`src/rtl/uart_rx_pkg.sv`:
```
// -----------------------------------------------------------------------------
// uart_rx_pkg
// Shared frame-format definitions for the UART receiver (and its uart_tx peer).
//   - state_t         : FSM state encodings (IDLE=0 .. BREAK=5); PARITY is only
//                       reachable when the design is built with UART_RX_PARITY_EN.
//   - UART_OVERSAMPLE : default clk_baud cycles per serial bit.
//   - UART_DATA_BITS  : default data bits per frame.
// Keeping these in one place lets transmitter and receiver agree on framing.
// -----------------------------------------------------------------------------
package uart_rx_pkg;

    localparam int UART_OVERSAMPLE = 16;
    localparam int UART_DATA_BITS  = 8;

    typedef enum logic [2:0] {
        IDLE   = 3'd0,
        START  = 3'd1,
        DATA   = 3'd2,
        PARITY = 3'd3,
        STOP   = 3'd4,
        BREAK  = 3'd5
    } state_t;

endpackage : uart_rx_pkg

```
`src/rtl/uart_sync2.sv`:
```
// -----------------------------------------------------------------------------
// uart_sync2
// Two-flop synchroniser for asynchronous inputs. Both stages preset to 1 so an
// idle-high serial line does not look like a start bit coming out of reset.
// Ports:
//   clk   : destination clock
//   rst_n : asynchronous active-low reset (flops preset to 1)
//   d     : asynchronous input(s)
//   q     : synchronised output(s), two-cycle latency
// -----------------------------------------------------------------------------
module uart_sync2 #(
    parameter int WIDTH = 1
) (
    input  logic             clk,
    input  logic             rst_n,
    input  logic [WIDTH-1:0] d,
    output logic [WIDTH-1:0] q
);

    generate
        for (genvar gi = 0; gi < WIDTH; gi++) begin : g_bit
            logic meta_reg;
            logic sync_reg;

            always_ff @(posedge clk or negedge rst_n) begin
                if (!rst_n) begin
                    meta_reg <= 1'b1;
                    sync_reg <= 1'b1;
                end else begin
                    meta_reg <= d[gi];
                    sync_reg <= meta_reg;
                end
            end

            assign q[gi] = sync_reg;
        end
    endgenerate

endmodule : uart_sync2

```
`src/rtl/uart_rx.sv`:
```
// -----------------------------------------------------------------------------
// uart_rx
// Oversampling UART receiver for 8N1-style frames: start(0), DATA_BITS data
// bits LSB first, optional even-parity bit, stop(1).
// Optional feature macro: UART_RX_PARITY_EN
//   defined   -> PARITY state between DATA and STOP, extra output parity_err.
//   undefined -> frame is 1 + DATA_BITS + 1 bits, no parity_err port.
// Ports:
//   clk_baud   : OVERSAMPLE x bit-rate clock, rising edge
//   rst        : asynchronous active-low reset
//   rx_in      : asynchronous serial line, idle high
//   bus_out    : last correctly framed byte, held until the next good frame
//   rx_valid   : one-cycle pulse, bus_out updated this cycle
//   frame_err  : one-cycle pulse, stop bit sampled low
//   parity_err : (UART_RX_PARITY_EN only) pulses with rx_valid on bad parity
// -----------------------------------------------------------------------------
module uart_rx
    import uart_rx_pkg::*;
#(
    parameter int OVERSAMPLE = UART_OVERSAMPLE,
    parameter int DATA_BITS  = UART_DATA_BITS
) (
    input  logic                 clk_baud,
    input  logic                 rst,
    input  logic                 rx_in,
    output logic [DATA_BITS-1:0] bus_out,
    output logic                 rx_valid,
`ifdef UART_RX_PARITY_EN
    output logic                 parity_err,
`endif
    output logic                 frame_err
);

    localparam int TICK_W = $clog2(OVERSAMPLE);
    localparam int BIT_W  = $clog2(DATA_BITS + 1);

    localparam logic [TICK_W-1:0] TICK_HALF = TICK_W'(OVERSAMPLE / 2 - 1);
    localparam logic [TICK_W-1:0] TICK_LAST = TICK_W'(OVERSAMPLE - 1);
    localparam logic [BIT_W-1:0]  BIT_LAST  = BIT_W'(DATA_BITS - 1);

    logic rx_s;

    state_t               state_reg,  state_next;
    logic [TICK_W-1:0]    tick_reg,   tick_next;
    logic [BIT_W-1:0]     bit_reg,    bit_next;
    logic [DATA_BITS-1:0] shreg_reg,  shreg_next;
    logic [DATA_BITS-1:0] bus_reg,    bus_next;
    logic                 valid_reg,  valid_next;
    logic                 ferr_reg,   ferr_next;
`ifdef UART_RX_PARITY_EN
    logic                 par_bad_reg, par_bad_next;
    logic                 perr_reg,    perr_next;
`endif

    uart_sync2 #(
        .WIDTH (1)
    ) u_sync (
        .clk   (clk_baud),
        .rst_n (rst),
        .d     (rx_in),
        .q     (rx_s)
    );

    // ---------------------------------------------------------------- state reg
    always_ff @(posedge clk_baud or negedge rst) begin
        if (!rst) begin
            state_reg   <= IDLE;
            tick_reg    <= '0;
            bit_reg     <= '0;
            shreg_reg   <= '0;
            bus_reg     <= '0;
            valid_reg   <= 1'b0;
            ferr_reg    <= 1'b0;
`ifdef UART_RX_PARITY_EN
            par_bad_reg <= 1'b0;
            perr_reg    <= 1'b0;
`endif
        end else begin
            state_reg   <= state_next;
            tick_reg    <= tick_next;
            bit_reg     <= bit_next;
            shreg_reg   <= shreg_next;
            bus_reg     <= bus_next;
            valid_reg   <= valid_next;
            ferr_reg    <= ferr_next;
`ifdef UART_RX_PARITY_EN
            par_bad_reg <= par_bad_next;
            perr_reg    <= perr_next;
`endif
        end
    end

    // ---------------------------------------------------------------- next state
    always_comb begin
        state_next = state_reg;
        case (state_reg)
            IDLE:  if (!rx_s) state_next = START;
            // Mid start bit: a line that is high again was only a glitch.
            START: if (tick_reg == TICK_HALF) state_next = rx_s ? IDLE : DATA;
            DATA:  if (tick_reg == TICK_LAST && bit_reg == BIT_LAST) begin
`ifdef UART_RX_PARITY_EN
                       state_next = PARITY;
`else
                       state_next = STOP;
`endif
                   end
`ifdef UART_RX_PARITY_EN
            PARITY: if (tick_reg == TICK_LAST) state_next = STOP;
`endif
            // Leaving at mid stop bit lets an immediately following start
            // edge be caught.
            STOP:  if (tick_reg == TICK_LAST) state_next = rx_s ? IDLE : BREAK;
            // A held-low line reports once, then waits for idle.
            BREAK: if (rx_s) state_next = IDLE;
            default: state_next = IDLE;
        endcase
    end

    // ---------------------------------------------------------------- outputs / datapath
    always_comb begin
        bit_next     = bit_reg;
        shreg_next   = shreg_reg;
        bus_next     = bus_reg;
        valid_next   = 1'b0;
        ferr_next    = 1'b0;
`ifdef UART_RX_PARITY_EN
        par_bad_next = par_bad_reg;
        perr_next    = 1'b0;
`endif
        // Tick restarts on every state change so each state measures from its
        // own entry; within DATA it wraps once per bit.
        if (state_next != state_reg || tick_reg == TICK_LAST) begin
            tick_next = '0;
        end else begin
            tick_next = tick_reg + TICK_W'(1);
        end

        case (state_reg)
            IDLE: begin
                tick_next    = '0;
                bit_next     = '0;
`ifdef UART_RX_PARITY_EN
                par_bad_next = 1'b0;
`endif
            end
            DATA: begin
                if (tick_reg == TICK_LAST) begin
                    // LSB arrives first, so shifting in at the MSB end leaves
                    // bit 0 in place after the last data bit.
                    shreg_next = {rx_s, shreg_reg[DATA_BITS-1:1]};
                    bit_next   = bit_reg + BIT_W'(1);
                end
            end
`ifdef UART_RX_PARITY_EN
            PARITY: begin
                // Even parity: data XOR parity bit must be zero.
                if (tick_reg == TICK_LAST) par_bad_next = rx_s ^ (^shreg_reg);
            end
`endif
            STOP: begin
                if (tick_reg == TICK_LAST) begin
                    if (rx_s) begin
                        bus_next   = shreg_reg;
                        valid_next = 1'b1;
`ifdef UART_RX_PARITY_EN
                        perr_next  = par_bad_reg;
`endif
                    end else begin
                        ferr_next  = 1'b1;
                    end
                end
            end
            BREAK: tick_next = '0;
            default: ;
        endcase
    end

    assign bus_out   = bus_reg;
    assign rx_valid  = valid_reg;
    assign frame_err = ferr_reg;
`ifdef UART_RX_PARITY_EN
    assign parity_err = perr_reg;
`endif

endmodule : uart_rx

```
`config.mk`:
```
export PLATFORM = sky130hd
export DESIGN_NAME = uart_rx
export DESIGN_NICKNAME = d
export VERILOG_FILES = /design/src/rtl/uart_rx_pkg.sv /design/src/rtl/uart_sync2.sv /design/src/rtl/uart_rx.sv
export SDC_FILE = /design/constraint.sdc
export NUM_CORES = 1
export LEC_CHECK = 0
export CORE_MARGIN = 2
export CORE_UTILIZATION = 55
export DETAILED_ROUTE_END_ITERATION = 8
export MAX_ROUTING_LAYER = met4
export PLACE_DENSITY_LB_ADDON = 0.12
export SYNTH_ARGS = -nofsm -noshare
export SYNTH_HDL_FRONTEND = slang
export SYNTH_SLANG_ARGS = --single-unit
```
`constraint.sdc`:
```
create_clock -name clk_baud -period 2.44 [get_ports clk_baud]
set_clock_uncertainty 0.1 [all_clocks]
set_input_delay 0.488 -clock clk_baud [delete_from_list [all_inputs] [get_ports clk_baud]]
set_output_delay 0.488 -clock clk_baud [all_outputs]
set_load 0.02 [all_outputs]
```
==> impl_metrics.csv <==
group,metric,value,unit
sta,finalCriticalPeriod,1.98,ns
floorplanning,dieArea,2860,µm²
synthesis,ys_top_cells_by_area,"dfrtp_1 (54%), mux2_4 (7.8%), mux2_2 (7.5%)",
sta,tightest_slew,0.361,ns
floorplanning,fp.dieW,53.5,µm
outcome,status,"completed",
critical_path,cpPeakStageDelay,0.70,ns
sta,hold_violations,0,
critical_path,end_kind,"flip-flop",
pwr,p_clk_frac,0.353,
clock_network,cts_tree,"built",
global_route,antenna_found_initial,0,
critical_path,crit_slowest_cell,"or4_1",
synthesis,yosysTopAreaCell,"dfrtp_1",
clock_network,cts.root.buffer_cell,"clkbuf_4",
pwr,pwr-share-comb,0.134,
cells_and_area,nets,122,
sta,rsz0062_at_grt,"no",
clock_network,post_cts_buffers,0,
sta,fin_setup_tns,0,ns
floorplanning,dieHeight,53.5,µm
place,io_buffers,12,
global_route,grt_pass1_vias,775,
cells_and_area,multiInputGateArea,510,µm²
pwr,sw_frac_of_total,0.258,
drt,wl_per_cell,13.7,µm
drt,dr.pass1.iters,4,
critical_path,crit_chain,"ha_1 > nand3_1 > or4_1 > mux2_2",
critical_path,crit_family,"simple AND/OR/NAND/NOR gates",
place,place.gp.congestion,0.768,
synthesis,synth-edff-count,0,
pwr,p_int,877,µW
clock_network,htree_levels,2,
critical_path,startpoint,"tick_reg[0]$_DFF_PN0_",
synthesis,synth_commonest_cells,"dfrtp_1 (29), mux2_2 (9), mux2_4 (7)",
sta,final-setup-viol-count,0,
synthesis,postSynthCellCount,101,
critical_path,crit_arrival,2.10,ns
sta,relSlewSlack,0.753,
cells_and_area,syn_to_final_growth,16.2,%
critical_path,cp_num_buf_inv,0,
clock_network,cts_resized,0,
global_route,grt_usage,0.177,
pwr,p_sw,305,µW
clock_network,cts_buffers,5,
synthesis,async_reset_ff_frac,1.00,
floorplanning,ios,13,
critical_path,cp-start-kind,"flip-flop",
cells_and_area,drive_gt1_frac,0.263,
pwr,p_leak,0.763,nW
critical_path,reg2reg_slack,0.46,ns
cells_and_area,diodes,0,
floorplanning,rows,17,
floorplanning,initial_core_util,0.597,
place,dpl.hpwl,1400,µm
critical_path,cp.required,2.56,ns
pwr,powerDensity,755,nW/µm²
clock_network,cts.reportedPaths.clkPinSlew,0.10,ns
pwr,seqPwrFrac,0.513,
global_route,grt_max_degree,32,
clock_network,cts_max_path_buffers,2,
worst_hold_path,worst_hold_path_type,"reg2reg",
cells_and_area,fin_util,0.694,
sta,finalCritPeriodShare,0.811,
drt,viasPerCell,5.74,
sta,slew_viol_final,0,
drt,drc,0,
critical_path,r2r-start,"tick_reg[0]$_DFF_PN0_",
pwr,ir_drop,574,µV
synthesis,syn_avg_cell_area,13.3,µm²
synthesis,synthDistinctLibCells,35,
global_route,grt_pass1_wl,3390,µm
synthesis,synth_warnings,0,
worst_hold_path,worstHoldStart,"u_sync.g_bit[0].meta_reg$_DFF_PN1_",
synthesis,yosys.area.top_type_share,0.539,
synthesis,ys_ff_latch,31,
critical_path,critPathKind,"reg2reg",
clock_network,clkLatencyLatePin,0.33,ns
floorplanning,core,2250,µm²
synthesis,ys_seq_area_frac,0.578,
global_route,overflow,0,
cells_and_area,final.fill_count,168,
synthesis,syn_area,1350,µm²
clock_network,clock_sinks,31,
drt,ant_nets,0,
synthesis,synth.most_common_cell,"dfrtp_1",
synthesis,synth_ff_type,"dfrtp_1",
clock_network,ctsHoldBuffers,0,
drt,postRouteWirelength,2000,µm
sta,max_freq,506,MHz
cells_and_area,regArea,778,µm²
critical_path,crit_path_max_fanout,9,
drt,vias,838,
flow_run,max_cap_viol_count,0,
synthesis,synth_fp_nets,106,
drt,drt_iter0_drc,11,
[metal layers]
metal | share of wire | routed length [µm] | global-route usage | vias to the layer above
met2 | 0.50 | 999 | 0.265 | 16
met3 | 0.051 | 103 | 0.0763 | 7
li1 | - | - | - | 389
met4 | 0.019 | 38 | 0.0641 | 0
met5 | 0 | 0 | - | -
met1 | 0.43 | 861 | 0.213 | 426
[stage by stage]
stage / setup slack (ns) / total power [mW] / hold slack (ns) / instances / area, µm²
after floorplan: 0.649 / 0.729 / 0.0924 / 101 / 1350
after global placement: 0.521 / 0.770 / 0.246 / 138 / 1480
after detailed placement: 0.473 / 0.773 / 0.247 / 138 / 1480
after CTS: 0.440 / 1.19 / 0.262 / 146 / 1560
after global routing: 0.341 / 1.24 / 0.264 / 146 / 1560
final: 0.462 / 1.18 / 0.262 / 146 / 1560
[cells by family (layout without fill, tap and decap cells)]
group,count (synthesis),in the layout,synth area share
AOI/OAI and AO/OA,12,12,0.0632
muxes,17,17,0.161
and+or+nand+nor,26,26,0.117
xor gates and xnor gates,3,3,0.0195
DFF,31,31,0.578
buffers and inverters,10,27,0.0427
adders and majority gates,2,2,0.0186
[cell type report]
| class | count | area share |
|---|---|---|
| Sequential cell | 31 | 0.498 |
| Clock inverter | 2 | 0.0224 |
| Tap cell | 28 | 0.0224 |
| Clock buffer | 6 | 0.0328 |
| Inverter | 5 | 0.0120 |
| Multi-Input combinational cell | 60 | 0.326 |
| Timing Repair Buffer | 14 | 0.0864 |
[power by group through the flow]
stage	logic [mW]	registers [mW]	clock network, mW
finish	0.159	0.606	0.417
detailed placement	0.158	0.614	0
global placement	0.156	0.613	0
global route	0.183	0.615	0.447
CTS	0.160	0.605	0.424
floorplan	0.127	0.603	0
[layout by cell type (no fill, tap or decap), types with 2 or more instances in the layout]
cell type	count
a21oi_1	2
buf_4	2
clkbuf_4	5
clkdlybuf4s50_1	12
dfrtp_1	29
dfstp_2	2
ha_1	2
inv_1	5
mux2_2	9
mux2_4	7
nand2_1	4
nand2b_1	2
nand3_1	3
nor2_1	4
o21ai_0	2
o311ai_0	2
o31ai_1	2
or3_1	2
or4_1	3
xor2_1	2
[path summary, 6_finish.rpt]
kind	to	cells after the start
max in group asynchronous	u_sync.g_bit[0].meta_reg$_DFF_PN1_	2
setup reg to reg	bus_out[4]$_DFFE_PN0P_	4
setup / recovery	bus_out[4]$_DFFE_PN0P_	4
hold / removal	u_sync.q$_DFF_PN1_	0
min in group asynchronous	shreg_reg[0]$_DFFE_PN0P_	2
hold reg to reg	u_sync.q$_DFF_PN1_	0
No activity file was read; power rests on OpenSTA's default activity.
